## src/rtl/led_ctrl_multi_if.sv

```systemverilog
// Configuration port of the multi-channel LED driver: valid/ready write channel
// with a one-cycle error pulse for writes to a channel that does not exist.
interface led_ctrl_multi_if #(
  parameter int N_CH     = 4,
  parameter int PWM_BITS = 8
);
  localparam int CH_W = $clog2(N_CH) + 1;

  logic                cfg_valid;
  logic                cfg_ready;
  logic [CH_W-1:0]     cfg_ch;
  logic [1:0]          cfg_mode;
  logic [PWM_BITS-1:0] cfg_duty;
  logic                cfg_err;

  modport master (
    output cfg_valid, cfg_ch, cfg_mode, cfg_duty,
    input  cfg_ready, cfg_err
  );

  modport slave (
    input  cfg_valid, cfg_ch, cfg_mode, cfg_duty,
    output cfg_ready, cfg_err
  );
endinterface

```

## src/rtl/led_ctrl_multi.sv

```systemverilog
// Multi-channel LED driver: per-channel OFF/ON/BLINK/PWM modes driven by a shared,
// free-running prescaler, PWM counter and blink phase.
module led_ctrl_multi #(
  parameter int N_CH        = 4,
  parameter int PRESCALE    = 1000,
  parameter int PWM_BITS    = 8,
  parameter int BLINK_TICKS = 250
) (
  input  logic             clk,
  input  logic             rst_n,
  led_ctrl_multi_if.slave  cfg,
  output logic [N_CH-1:0]  led
);
  localparam int CH_W  = $clog2(N_CH) + 1;
  localparam int PRE_W = $clog2(PRESCALE);
  localparam int BLK_W = (BLINK_TICKS > 1) ? $clog2(BLINK_TICKS) : 1;

  localparam logic [PRE_W-1:0] PRE_LAST  = PRE_W'(PRESCALE - 1);
  localparam logic [BLK_W-1:0] BLK_LAST  = BLK_W'(BLINK_TICKS - 1);
  localparam logic [CH_W-1:0]  CH_LIMIT  = CH_W'(N_CH);

  localparam logic [1:0] MODE_OFF   = 2'd0;
  localparam logic [1:0] MODE_ON    = 2'd1;
  localparam logic [1:0] MODE_BLINK = 2'd2;
  localparam logic [1:0] MODE_PWM   = 2'd3;

  logic [1:0]          mode_q [N_CH];
  logic [PWM_BITS-1:0] duty_q [N_CH];
  logic [PRE_W-1:0]    pre_cnt;
  logic [PWM_BITS-1:0] pwm_cnt;
  logic [BLK_W-1:0]    blk_cnt;
  logic                blk_phase;
  logic                ready_q;
  logic                err_q;
  logic                tick;
  logic                accept;

  function automatic logic led_bit(
    input logic [1:0]          mode,
    input logic [PWM_BITS-1:0] duty,
    input logic [PWM_BITS-1:0] pwm,
    input logic                phase
  );
    logic bit_v;
    case (mode)
      MODE_OFF:   bit_v = 1'b0;
      MODE_ON:    bit_v = 1'b1;
      MODE_BLINK: bit_v = phase;
      default:    bit_v = (pwm < duty);
    endcase
    return bit_v;
  endfunction

  always_comb begin
    tick   = (pre_cnt == PRE_LAST);
    accept = cfg.cfg_valid && ready_q;
  end

  assign cfg.cfg_ready = ready_q;
  assign cfg.cfg_err   = err_q;

  always_ff @(posedge clk) begin
    if (!rst_n) begin
      ready_q   <= 1'b0;
      err_q     <= 1'b0;
      pre_cnt   <= '0;
      pwm_cnt   <= '0;
      blk_cnt   <= '0;
      blk_phase <= 1'b0;
      led       <= '0;
      for (int i = 0; i < N_CH; i++) begin
        mode_q[i] <= MODE_OFF;
        duty_q[i] <= '0;
      end
    end else begin
      ready_q <= 1'b1;
      err_q   <= accept && (cfg.cfg_ch >= CH_LIMIT);
      pre_cnt <= tick ? '0 : pre_cnt + 1'b1;
      if (tick) begin
        pwm_cnt <= pwm_cnt + 1'b1;
        if (blk_cnt == BLK_LAST) begin
          blk_cnt   <= '0;
          blk_phase <= ~blk_phase;
        end else begin
          blk_cnt <= blk_cnt + 1'b1;
        end
      end
      // LED uses the pre-edge mode, so a write shows up one edge after it is accepted
      for (int i = 0; i < N_CH; i++) begin
        led[i] <= led_bit(mode_q[i], duty_q[i], pwm_cnt, blk_phase);
        if (accept && (cfg.cfg_ch == CH_W'(i))) begin
          mode_q[i] <= cfg.cfg_mode;
          duty_q[i] <= cfg.cfg_duty;
        end
      end
    end
  end
endmodule

```

## src/flat_wrapper.sv

```systemverilog
// flat-port wrapper written by rule: the top's interface ports become plain ports
module led_ctrl_multi_flat 
#(
  parameter int N_CH        = 4,
  parameter int PRESCALE    = 1000,
  parameter int PWM_BITS    = 8,
  parameter int BLINK_TICKS = 250
)
  (clk, rst_n, led, cfg_cfg_valid, cfg_cfg_ch, cfg_cfg_mode, cfg_cfg_duty, cfg_cfg_ready, cfg_cfg_err);
  led_ctrl_multi_if #(.N_CH(N_CH), .PWM_BITS(PWM_BITS)) cfg_i ();
  input  logic clk;
  input  logic rst_n;
  output logic [N_CH-1:0] led;
  input wire logic [$bits(cfg_i.cfg_valid)-1:0] cfg_cfg_valid;
  input wire logic [$bits(cfg_i.cfg_ch)-1:0] cfg_cfg_ch;
  input wire logic [$bits(cfg_i.cfg_mode)-1:0] cfg_cfg_mode;
  input wire logic [$bits(cfg_i.cfg_duty)-1:0] cfg_cfg_duty;
  output wire logic [$bits(cfg_i.cfg_ready)-1:0] cfg_cfg_ready;
  output wire logic [$bits(cfg_i.cfg_err)-1:0] cfg_cfg_err;
  assign cfg_i.cfg_valid = cfg_cfg_valid;
  assign cfg_i.cfg_ch = cfg_cfg_ch;
  assign cfg_i.cfg_mode = cfg_cfg_mode;
  assign cfg_i.cfg_duty = cfg_cfg_duty;
  assign cfg_cfg_ready = cfg_i.cfg_ready;
  assign cfg_cfg_err = cfg_i.cfg_err;
  led_ctrl_multi #(.N_CH(N_CH), .PRESCALE(PRESCALE), .PWM_BITS(PWM_BITS), .BLINK_TICKS(BLINK_TICKS)) u_core (.clk(clk), .rst_n(rst_n), .cfg(cfg_i), .led(led));
endmodule
```

## config.mk

```make
export PLATFORM = sky130hd
export DESIGN_NAME = led_ctrl_multi_flat
export DESIGN_NICKNAME = d
export VERILOG_FILES = /design/src/rtl/led_ctrl_multi_if.sv /design/src/rtl/led_ctrl_multi.sv /design/src/flat_wrapper.sv
export SDC_FILE = /design/constraint.sdc
export NUM_CORES = 1
export LEC_CHECK = 0
export CORE_MARGIN = 4
export CORE_UTILIZATION = 45
export CTS_BUF_LIST = sky130_fd_sc_hd__clkbuf_8
export DETAILED_ROUTE_END_ITERATION = 6
export HOLD_SLACK_MARGIN = 0.12
export PLACE_DENSITY_LB_ADDON = 0.25
export SYNTH_ARGS = -nofsm -noshare
export SYNTH_HDL_FRONTEND = slang
export SYNTH_SLANG_ARGS = --single-unit
```

## constraint.sdc

```tcl
create_clock -name clk -period 2.1 [get_ports clk]
set_clock_uncertainty 0.1 [all_clocks]
set_input_delay 0.42 -clock clk [delete_from_list [all_inputs] [get_ports clk]]
set_output_delay 0.42 -clock clk [all_outputs]
set_load 0.03 [all_outputs]
```

==> summary.txt, run 1 <==
Outcome
  • Status: completed

Timing
  • Worst-Margin Slew: 0.4725 ns
  • F_max: 526.6 MHz
  • Final hold vios: 0
  • RSZ-0062 raised after global routing: false
  • Slew Viols, Final: 0
  • Setup WS post-layout: 0.2009 ns
  • Crit share post-route: 90.43%
  • Setup Total Neg Slack: 0 ns
  • Final Setup Violations: 0
  • Worst relative slew slack: 68.50%
  • Tmin final: about 1.9 ns
  • Hold slack: 0.3677 ns

Hold path
  • Hold Crit Class: reg -> reg
  • Hold EP: u_core.pre_cnt[0]
  • Worst Hold Depth: 1
  • Min-delay src: u_core.pre_cnt[0]

Floorplan
  • Ports: 22
  • FP Rows: 32
  • DIE AREA: between 9000 and 10000 um^2
  • DIE WIDTH: 99.20 um
  • Initial core utilization: 47.45%
  • Core area: ~7900 um^2
  • Die Y: approximately 99 um

Power
  • LEAKAGE: 1.698 nW
  • Power per Cell Area: 641.8 nW/um^2
  • Peak supply drop: 374.8 uV

Clock network
  • Root Buffer: clkbuf_8
  • Post CTS Setup Buffer Count: 0
  • Clock buffer depth: 2
  • Clk Latency, worst-skew pair: 0.34 ns
  • Sink Count: 73
  • Clock-pin slew on the worst setup and hold paths: around 0.08 ns
  • CTS tree: built
  • H-tree Lvls: 3
  • TritonCTS buffer count: 9

Global route
  • Pin count of the biggest net entering global routing: 14
  • Vias in the first global route: 2572
  • First-pass GRT wire length: 12660 um
  • GRT Util Overall: 16.44%
  • GRT overflow: 0
  • Antenna violations before repair: 0

Critical path
  • Setup crit start kind: flop
  • Worst EP required: around 2.3 ns
  • Path depth of the worst reg2reg path: 5
  • Crit-path cells: ha_1 > and3_1 > nand3_4 > or4_1 > a21oi_1
  • Worst Path Arrival: 2.07 ns
  • Critical R2R Launch: u_core.pre_cnt[0]
  • Largest stage delay, worst path: 0.52 ns
  • Reg-to-reg slack, setup: approximately 0.2 ns
  • CP Capture Type: flop
  • Worst r2r dst: u_core.pwm_cnt[5]
  • CP Max Fanout: 10
  • CP Class: reg -> reg
  • Critical path's slowest cell: or4_1

Synthesis
  • Post-synth EDFFs: 40
  • Top cells by area, synth: edfxtp_1 (32%), dfxtp_1 (18%), ha_1 (11%)
  • Synth cell types: 40
  • Post-synthesis register bit count: 73
  • Mapped Nets: 407
  • Synth top area share: 32.10%
  • Most used flip-flop cell after synthesis: edfxtp_1
  • Fraction of registers with async set/reset: 0%
  • Post-synthesis instance area: ~3700 um^2
  • Seq/Total Area, Yosys: 49.75%
  • Synth area leader: edfxtp_1
  • Synthesized area per cell: between 10 and 15 um^2
  • Yosys warns: 0
  • Post-Syn Instances: 359

Detailed routing
  • Post-route ant nets: 0
  • Via count: 2623
  • # DRC: 0
  • DR vias/cell: 5.204
  • Detailed Routing Iterations Pass 1: 4
  • Routed len/inst: 14.99 um
  • Number of DRC markers in iteration 0: between 80 and 90
  • WL final: approximately 7600 um

Finish
  • Layout Nets: 445
  • Synthesis-to-finish area growth: 16.05%
  • Ant. Diodes: 0
  • Most frequent cells in the layout: nor2_1 (41), and2_1 (41), edfxtp_1 (40), dfxtp_1 (33), ha_1 (32)
  • Layout cells sized above 1: 8.955%

Placed design
  • Buffers added on ports: 21
  • HPWL Detailed: roughly 5700 um
  • DP Worst Slack: -0.05753 ns
  • Routability Congestion: 0.7880

Flow run
  • Max Cap Violations: 0
[final cells by class]
type	count	area [um^2]
fill	675	3545
sequential	73	1862
multi-input combinational	250	1754
timing repair buffer	31	285.3
tap	102	127.6
clock buffer	9	123.9
inverter	32	120.1
clock inverter	7	70.07
[how the worst max path moves through the flow]
stage | start | end | slack (ns) | cells past startpoint
final | u_core.pre_cnt[0] | u_core.pwm_cnt[5] | 0.20 | 5
after global placement | cfg_cfg_ch[2] | u_core.duty_q[1][3] | -0.07 | 5
after floorplan | u_core.cfg.cfg_ready | u_core.duty_q[1][0] | 0.02 | 3
after CTS | u_core.pre_cnt[0] | u_core.pwm_cnt[5] | 0.14 | 5
after detailed placement | cfg_cfg_ch[2] | u_core.duty_q[1][2] | -0.06 | 5
after global routing | u_core.pre_cnt[0] | u_core.pwm_cnt[5] | 0.05 | 5
[synthesized netlist by cell type (2+ instances only)]
master / count
mux2i_1: 5
nor2b_1: 6
and4_1: 2
inv_1: 31
o21ai_0: 12
clkbuf_1: 3
xor2_1: 3
edfxtp_1: 40
a32o_1: 4
nand3_1: 9
ha_1: 32
nand4_1: 12
dfxtp_1: 33
o31ai_1: 6
nor4_2: 4
a21oi_1: 13
a31o_1: 2
and2_1: 41
nand2_1: 18
nor2_1: 41
and3_1: 5
nor3_1: 4
nand3_2: 2
nand2b_1: 3
xnor2_1: 13
[repair_timing]
action / in CTS / in global routing
resized for setup: 0 / 1
setup endpoints to repair: 0 / 1
hold buffers: 0 / 0
[where the power goes]
part           internal (mW)  switching (mW)  total (mW)
registers               1.54          0.0166        1.55
clock network          0.545           0.519        1.06
logic                 0.0738          0.0960       0.170
total                   2.16           0.631        2.79
[stage by stage]
step                      std cells  power [mW]  cell area (um^2)  util, %
final                           504       2.787              4343    55.06
after global routing            504       2.890              4343    55.06
after CTS                       504       2.820              4335    54.97
after detailed placement        488       1.758              4141    52.51
after global placement          488       1.754              4141    52.51
after floorplan                 359       1.665              3747        -
[cell families after synthesis]
| family | after synthesis | synth area share [%] |
|---|---|---|
| flops | 73 | 49.75 |
| mux | 5 | 1.337 |
| fa+ha+maj | 32 | 10.70 |
| buf+inv | 36 | 3.711 |
| simple gates | 157 | 24.01 |
| compound gates | 40 | 6.754 |
| xor+xnor | 16 | 3.745 |
[metal layers]
layer	vias up	global-route usage [%]	wire length [um]	share of wire, %
li1	1338	-	-	-
met1	1231	20.35	3359	44
met2	41	28.05	3742	50
met3	13	3.717	337	4.5
met4	0	5.987	117	1.5
met5	-	0	0	0
[sequential cells by signal (all words and copies together) (netlist names)]
signal and flops:
u_core.pre_cnt 10, u_core.led 4, u_core.blk_phase 1, u_core.mode_q 8
u_core.pwm_cnt 8, u_core.cfg.cfg_err 1, u_core.cfg.cfg_ready 1, u_core.duty_q 32
u_core.blk_cnt 8
[critical path, delay by kind of cell, from the launching register on]
| family | cells | cell delay (ns) |
|---|---|---|
| adder cells (fa/ha/maj) | 1 | 0.26 |
| AO/OA/AOI/OAI | 1 | 0.16 |
| flip-flops | 1 | 0.37 |
| AND/OR/NAND/NOR | 3 | 0.94 |
Power figures use the tool's default switching activity.
==> run 2: changes to the inputs <==
--- a/config.mk
+++ b/config.mk
@@ -8,6 +8,7 @@
 export CORE_MARGIN = 4
 export CORE_UTILIZATION = 45
 export CTS_BUF_LIST = sky130_fd_sc_hd__clkbuf_8
+export CTS_CLUSTER_DIAMETER = 200
 export DETAILED_ROUTE_END_ITERATION = 6
 export HOLD_SLACK_MARGIN = 0.12
 export PLACE_DENSITY_LB_ADDON = 0.25
==> results of run 2 <==
No change in the layout: final DEF, timing and power equal those of run 1.
==> run 3: changes to the inputs <==
==> constraint.sdc (replaced) <==
create_clock -name clk -period 2.1 [get_ports clk]
set_clock_uncertainty 0.1 [all_clocks]
set_input_delay 0.42 -clock clk [delete_from_list [all_inputs] [get_ports clk]]
set_output_delay 0.42 -clock clk [all_outputs]
set_load 0.01 [all_outputs]
==> run 3 against run 2 <==
Setup slack better by 0.0094 ns. Highest routed layer unchanged. Flip-flop and latch count stayed put. Worst hold slack got worse by 0.011 ns. Global-route usage shrank 0.11 points. Critical path depth increased by 1. Cell count increased by 0.20%. Sequential power hardly changed. Clock power is 10% higher. Sequential share of layout area decreased by 0.25 points. Via count decreased by 0.11%. Wire length shrank 0.50%.
==> summary.txt, run 3 (same netlist as run 1, synthesis figures left out) <==
Outcome
  • Status: completed

Clock network
  • CTS tree: built
  • TritonCTS buffer count: 9
  • Clk Latency, worst-skew pair: 0.35 ns
  • Root Buffer: clkbuf_8
  • Clock-pin slew on the worst setup and hold paths: roughly 0.080 ns
  • Sink Count: 73
  • Hold Buf Count CTS: 0
  • Post CTS Setup Buffer Count: 0
  • Post-CTS Resized: 0
  • Clock buffer depth: 2
  • H-tree Lvls: 3

Finish
  • Register with the most flip-flops: u_core.duty_q
  • Largest regs: u_core.duty_q x32, u_core.pre_cnt x10
  • Ant. Diodes: 0
  • Most frequent cells in the layout: nor2_1 (41), and2_1 (41), edfxtp_1 (40), inv_1 (33), dfxtp_1 (33)
  • Synthesis-to-finish area growth: 16.72%
  • Layout cells sized above 1: 8.437%
  • Layout Nets: 446
  • Max reg flops: 32

Timing
  • Crit share post-route: 89.99%
  • Slew Viols, Final: 0
  • Setup Total Neg Slack: 0 ns
  • F_max: 529.2 MHz
  • Worst relative slew slack: 67.73%
  • Final Setup Violations: 0
  • Hold slack: 0.3564 ns
  • Tmin final: 1.890 ns
  • Final hold vios: 0
  • Worst-Margin Slew: 0.4834 ns
  • RSZ-0062 raised after global routing: false

Floorplan
  • Die Y: 99.20 um
  • DIE AREA: 9840 um^2
  • DIE WIDTH: roughly 99 um
  • Ports: 22
  • Initial core utilization: 47.45%
  • Core area: 7888 um^2
  • FP Rows: 32

Global route
  • First-pass GRT wire length: 12400 um
  • Antenna violations before repair: 0
  • GRT Util Overall: 16.32%
  • Pin count of the biggest net entering global routing: 23
  • GRT overflow: 0
  • Vias in the first global route: 2505

Critical path
  • Largest stage delay, worst path: 0.38 ns
  • Crit-path cells: ha_1 > and3_1 > nand3_2 > buf_4 > o21ai_1 > nor2_1
  • CP Capture Type: flop
  • Crit path to: u_core.blk_cnt[5]
  • CP Max Fanout: 6
  • Worst Path Arrival: 2.02 ns
  • CP delay by family, top: simple AND/OR/NAND/NOR gates
  • Critical R2R Launch: u_core.pre_cnt[0]
  • CP Buf/Inv Count: 1
  • Critical path's slowest cell: o21ai_1
  • Reg-to-reg slack, setup: 0.21 ns
  • Stages on the worst setup path: 6
  • Worst r2r dst: u_core.blk_cnt[5]
  • Crit path launch: u_core.pre_cnt[0]
  • CP Class: reg -> reg
  • Worst EP required: 2.23 ns
  • Path depth of the worst reg2reg path: 6
  • Setup crit start kind: flop

Power
  • Power per Cell Area: 660.3 nW/um^2
  • Peak supply drop: 368.0 uV
  • LEAKAGE: 1.729 nW

Detailed routing
  • Routed len/inst: 14.89 um
  • Detailed Routing Iterations Pass 1: 4
  • WL final: 7518 um
  • Via count: 2620
  • Post-route ant nets: 0
  • DR vias/cell: about 5.2
  • Number of DRC markers in iteration 0: between 100 and 150
  • # DRC: 0

Placed design
  • Routability Congestion: 0.8270
  • Buffers added on ports: 21
  • HPWL Detailed: 5573 um

Flow run
  • Max Cap Violations: 0

Hold path
  • Min-delay src: u_core.pre_cnt[0]
  • Hold Crit Class: reg -> reg
[run 3: layer usage]
layer / GRT usage, % / up-vias / part of all wire [%]
met5: 0 / - / 0
met1: 20.09 / 1229 / 44
met3: 4.698 / 10 / 4.6
met4: 4.307 / 0 / 1.0
li1: - / 1338 / -
met2: 28.05 / 43 / 51
[run 3: cell type report]
class | count | area (um^2)
fill | 707 | 3520
sequential | 73 | 1862
multi-input combinational | 250 | 1742
timing repair buffer | 32 | 305.3
tap | 102 | 127.6
clock buffer | 9 | 123.9
inverter | 32 | 120.1
clock inverter | 7 | 87.58
[run 3: worst min path at each step]
stage                     depth (start not counted)  slack, ns           endpoint
after floorplan                                   1       0.32  u_core.pre_cnt[0]
after global placement                            1       0.33  u_core.pre_cnt[0]
after detailed placement                          1       0.34  u_core.pre_cnt[0]
after CTS                                         1       0.35  u_core.pre_cnt[0]
after global routing                              1       0.38  u_core.pre_cnt[0]
final                                             1       0.36  u_core.pre_cnt[0]
[run 3: power by group]
| part | internal (mW) | total [mW] | leakage [nW] | switching, mW |
|---|---|---|---|---|
| Clock | 0.658 | 1.17 | 0.109 | 0.511 |
| Combinational | 0.0757 | 0.163 | 0.920 | 0.0877 |
| Sequential | 1.54 | 1.55 | 0.699 | 0.0135 |
| Total | 2.27 | 2.88 | 1.73 | 0.613 |
[run 3: per-stage QoR]
stage	utilization [%]	setup WS [ns]	cells	instance area (um^2)	total power, mW
after floorplan	-	0.1172	359	3742	1.656
after global placement	52.70	0.09421	489	4156	1.744
after detailed placement	52.70	0.09038	489	4156	1.748
after CTS	55.38	0.2118	505	4368	2.913
after global routing	55.38	0.02065	505	4368	2.988
final	55.38	0.2102	505	4368	2.884
